--- src/rtl/fft_sequencer.sv ---
`default_nettype none
// ============================================================================
// Module   : fft_sequencer
// Brief    : Runs one FFT frame: load input buffer, start core, wait, unload.
// Revision : 1.0 - initial release
// ============================================================================
module fft_sequencer #(
    parameter int N       = 32,
    parameter int W       = 32,
    parameter int AW      = $clog2(N),
    parameter int TIMEOUT = 4096
) (
    input  logic          clk,
    input  logic          reset,
    input  logic          data_ready,
    input  logic [W-1:0]  in_word,
    output logic [AW-1:0] in_idx,
    output logic          fft_load,
    output logic [AW-1:0] fft_load_addr,
    output logic [W-1:0]  fft_data_in,
    output logic          fft_start,
    input  logic          fft_done,
    output logic [AW-1:0] fft_rd_addr,
    input  logic [W-1:0]  fft_data_out,
    output logic          out_wr_en,
    output logic [AW-1:0] out_wr_idx,
    output logic [W-1:0]  out_wr_data,
    output logic          busy,
    output logic          done,
    output logic          err,
    input  logic          ack
);

    localparam int TW = (TIMEOUT > 1) ? $clog2(TIMEOUT) : 1;

    typedef enum logic [2:0] {
        S_IDLE   = 3'd0,
        S_LOAD   = 3'd1,
        S_START  = 3'd2,
        S_WAIT   = 3'd3,
        S_UNLOAD = 3'd4,
        S_DONE   = 3'd5,
        S_ERR    = 3'd6
    } state_t;

    state_t        state_q, state_d;
    logic [AW:0]   cnt_q, cnt_d;
    logic [TW-1:0] tcnt_q, tcnt_d;
    logic          armed_q, armed_d;

    always_ff @(posedge clk) begin
        if (reset) begin
            state_q <= S_IDLE;
            cnt_q   <= '0;
            tcnt_q  <= '0;
            armed_q <= 1'b0;
        end else begin
            state_q <= state_d;
            cnt_q   <= cnt_d;
            tcnt_q  <= tcnt_d;
            armed_q <= armed_d;
        end
    end

    always_comb begin
        state_d = state_q;
        cnt_d   = cnt_q;
        tcnt_d  = tcnt_q;
        // Re-arming needs data_ready low, so one assertion launches one frame.
        armed_d = armed_q | ~data_ready;
        case (state_q)
            S_IDLE: begin
                if (data_ready && armed_q) begin
                    state_d = S_LOAD;
                    cnt_d   = '0;
                    armed_d = 1'b0;
                end
            end
            S_LOAD: begin
                cnt_d = cnt_q + (AW+1)'(1);
                if (cnt_q == (AW+1)'(N-1)) begin
                    state_d = S_START;
                end
            end
            S_START: begin
                tcnt_d  = '0;
                state_d = S_WAIT;
            end
            S_WAIT: begin
                // Completion wins over a coincident timeout.
                if (fft_done) begin
                    state_d = S_UNLOAD;
                    cnt_d   = '0;
                end else if (tcnt_q == TW'(TIMEOUT-1)) begin
                    state_d = S_ERR;
                end else begin
                    tcnt_d = tcnt_q + TW'(1);
                end
            end
            S_UNLOAD: begin
                cnt_d = cnt_q + (AW+1)'(1);
                if (cnt_q == (AW+1)'(N)) begin
                    state_d = S_DONE;
                end
            end
            S_DONE, S_ERR: begin
                if (ack) begin
                    state_d = S_IDLE;
                end
            end
            default: begin
                state_d = S_IDLE;
            end
        endcase
    end

    logic w_load;
    logic w_unload;
    logic w_wr;

    assign w_load   = (state_q == S_LOAD);
    assign w_unload = (state_q == S_UNLOAD);
    // Read data lags the address by one cycle, so writes trail reads by one.
    assign w_wr     = w_unload && (cnt_q != '0);

    assign fft_load      = w_load;
    assign in_idx        = w_load ? cnt_q[AW-1:0] : '0;
    assign fft_load_addr = w_load ? cnt_q[AW-1:0] : '0;
    assign fft_data_in   = in_word;
    assign fft_start     = (state_q == S_START);
    assign fft_rd_addr   = (w_unload && (cnt_q != (AW+1)'(N))) ? cnt_q[AW-1:0] : '0;
    assign out_wr_en     = w_wr;
    assign out_wr_idx    = w_wr ? (cnt_q[AW-1:0] - AW'(1)) : '0;
    assign out_wr_data   = fft_data_out;
    assign busy          = (state_q != S_IDLE) && (state_q != S_DONE) && (state_q != S_ERR);
    assign done          = (state_q == S_DONE);
    assign err           = (state_q == S_ERR);

endmodule
`default_nettype wire
--- config.mk ---
export PLATFORM = sky130hd
export DESIGN_NAME = fft_sequencer
export DESIGN_NICKNAME = d
export VERILOG_FILES = /design/src/rtl/fft_sequencer.sv
export SDC_FILE = /design/constraint.sdc
export NUM_CORES = 1
export LEC_CHECK = 0
export BUFFER_PORTS_ARGS = -buffer_cell sky130_fd_sc_hd__buf_2
export CAP_MARGIN = 20
export CORE_MARGIN = 5
export CORE_UTILIZATION = 42
export DETAILED_ROUTE_END_ITERATION = 7
export GPL_TIMING_DRIVEN = 1
export PLACE_DENSITY = 0.87
export SYNTH_ARGS = -nofsm -noshare
export SYNTH_HDL_FRONTEND = slang
export SYNTH_SLANG_ARGS = --single-unit
--- constraint.sdc ---
create_clock -name clk -period 3.1 [get_ports clk]
set_input_delay 0.155 -clock clk [delete_from_list [all_inputs] [get_ports clk]]
set_output_delay 0.155 -clock clk [all_outputs]
set_load 0.01 [all_outputs]
==> out/results.txt <==
Status - completed
DP Worst Slack - 974 ps
Critical Path Stages - 6
Mapped cell area - 0.00191 sq mm
Final worst path period share - 71.1%
Core Footprint - 0.00438 sq mm
CP peak stage delay - 460 ps
Area Overhead vs Synth - -14.8%
CP max FO - 9
Reg2reg setup slack - 950 ps
M1 wire length - 1430 microns
Leading post-synthesis cells by instance count - buf_4 (69), nor2_1 (27), dfxtp_1 (22)
Reg2Reg Capture Point - state_q[2]
Global route total overflow - 0
CP Data Required Time - 2940 ps
Hold_buf cts - 0
Global-route wire length before repair - 5490 microns
DR top layer - met4
Aggregate negative setup slack - 0 ps
Final slew viol count - 0
Yosys top cell area share - 27.1%
Critical path buffer and inverter count - 2
Final setup viols - 0
CP delay by family, top - simple AND/OR/NAND/NOR gates
Synth top area cells - buf_4 (27%), dfxtp_1 (23%), xnor2_1 (5.5%)
Crit start category - flop
Critical-path cell list - inv_1 -> ha_1 -> or4b_1 -> o211ai_1 -> nor2_1 -> buf_2
WL met3 - 274 microns
Critical Path Sink - out_wr_idx[2]
Synthesized instance count - 247
Reg2reg path depth - 7
Yosys cell types - 46
Hpwl dp - 2630 microns
Post-synth net total - 320
Comb pwr share - 29.8%
Drt wl/cell - 13.6 microns
VDD IR max - 0.177 mV
Skew final - 13.9 ps
EDFF count, synth - 0
Post-synth top area cell - buf_4
Via count - 1,348
Pwr Density - 541 mW/mm^2
Syn avg cell area - 7.73 sq um
Most used DFF post-synth - dfxtp_1
Area of the die - 0.00599 sq mm
Via density - 5.33
Max clock buf depth - 2
Reg power frac - 40.1%
Hold WC Path Type - input port to flop
Clock latency on the worst-skew pair - 270 ps
Crit path capture type - output pin
Async S/R FF share, synth - 0%
Starting density of the core - 43.6%
Sw frac - 33.1%
Max-capacitance violation count - 0
Worst slew pin tran - 719 ps
Chip Width - 77.4 microns
Crit Reg-Reg Startpoint - cnt_q[0]
Ys Warns - 0
Final Critical Period - 2200 ps
Die Y - 77.4 microns
CP Class - flop to output pin
Clock power share - 30.1%
Post-route cell area - 0.00163 sq mm
FMAX - 454 MHz
Met2 Wirelength - 1670 microns
Fillers - 431
Final Hold Viols - 0
Layout cells sized above 1 - 17.9%
Cell internal pwr - 0.588 mW
CTS tree - built
Vias in the first global route - 1,207
Final core occ - 37.1%
Drc violations - 0
Iteration-0 DRC Markers - 110
P_sw - 0.291 mW
Ant diodes - 0
TritonCTS Buffers - 3
DP Area - 0.00156 sq mm
Post-CTS Setup Bufs - 0
Initial antenna violation count - 0
Clk pin slew, worst setup/hold paths - 90 ps
Post-DRT Antenna Nets - 0
Largest net degree at the start of global routing - 19
Final wirelength - 3440 microns
TritonRoute pass-1 iters - 4
Top Ports - 159
Nets - 275
# rows - 24
Finished Layout Cells - 253
Setup ws final - 896 ps
Worst path slowest cell - or4b_1
Cell with the most instances after synthesis - buf_4
CTS H-tree depth - 1
Unrepaired setup endpoints after global routing - no
Clock root cell - clkbuf_8
CP arrival - 2050 ps
RD Place Congestion - 0.776
Slew headroom - 51.7%
Dpl cells - 249
Leakage - 0.726 nW
# clock sinks - 22
Hold path start - data_ready
Register area share after synthesis - 23.1%
Yosys reg bits - 22
Post_cts resized - 0
Total track usage - 10.7%
CP Launch Point - cnt_q[0]
Port Buf Inserts - 30
worst register-to-register path, cell delays in order (launching register included):
cell and delay, ps:
dfxtp_1 400, inv_1 120, ha_1 150, or4b_1 460, o211a_1 250, nor4_2 300, o21ai_1 100, a32o_1 260
worst min path at each step:
stage	end	slack (ps)	cells past startpoint
detailed placement	fft_data_in[10]	310	0
global route	armed_q	70	2
CTS	armed_q	70	2
floorplan	armed_q	250	1
finish	armed_q	80	2
global placement	fft_data_in[10]	310	0
through the flow:
| step | hold WS, ps | power, mW |
|---|---|---|
| floorplan | 247 | 0.649 |
| global placement | 310 | 0.608 |
| detailed placement | 310 | 0.619 |
| CTS | 71.8 | 0.884 |
| global route | 67.5 | 0.932 |
| finish | 77.3 | 0.879 |
area by class of cell:
| type | instances | area, sq um | area share (%) |
|---|---|---|---|
| sequential | 22 | 440 | 27.1 |
| inverter | 9 | 33.8 | 2.08 |
| clock buffer | 3 | 41.3 | 2.54 |
| multi-input combinational | 136 | 866 | 53.2 |
| timing repair buffer | 30 | 150 | 9.23 |
| clock inverter | 1 | 30.0 | 1.85 |
| tap | 52 | 65.1 | 4.00 |
state kept, by name, indices dropped and copies added, names as in the netlist:
name     cells
state_q      3
cnt_q        6
tcnt_q      12
armed_q      1
kinds of logic after synthesis:
logic type      count (synthesis)  share of synthesized area, %
compound gates                 21                          7.54
fa+ha+maj                       4                          2.62
simple gates                   91                          25.8
xor+xnor                       17                          7.80
mux                             3                          1.57
buf+inv                        89                          31.6
flops                          22                          23.1
layer usage:
| metal | up-vias | track usage (%) |
|---|---|---|
| li1 | 661 | - |
| met1 | 627 | 12.4 |
| met2 | 52 | 17.7 |
| met3 | 8 | 3.59 |
| met4 | 0 | 5.15 |
| met5 | - | 0 |
power by group through the flow:
stage / logic (mW) / registers (mW) / clock network, mW
after floorplan: 0.332 / 0.317 / 0
after global placement: 0.253 / 0.355 / 0
after detailed placement: 0.261 / 0.358 / 0
after CTS: 0.263 / 0.351 / 0.270
after global routing: 0.290 / 0.359 / 0.282
final: 0.262 / 0.353 / 0.265
cells in the final DEF, fill, tap and decap left out, drive strengths merged, types with 3 or more instances in the layout:
| master | n |
|---|---|
| a21oi | 5 |
| and2 | 7 |
| and3 | 6 |
| buf | 30 |
| clkbuf | 3 |
| dfxtp | 22 |
| ha | 4 |
| inv | 9 |
| mux2i | 3 |
| nand2 | 10 |
| nand3 | 6 |
| nand3b | 3 |
| nand4 | 6 |
| nor2 | 27 |
| nor3 | 7 |
| nor4b | 3 |
| o21ai | 4 |
| xnor2 | 12 |
| xor2 | 5 |
Note: power is estimated with default switching activity, not from simulation.
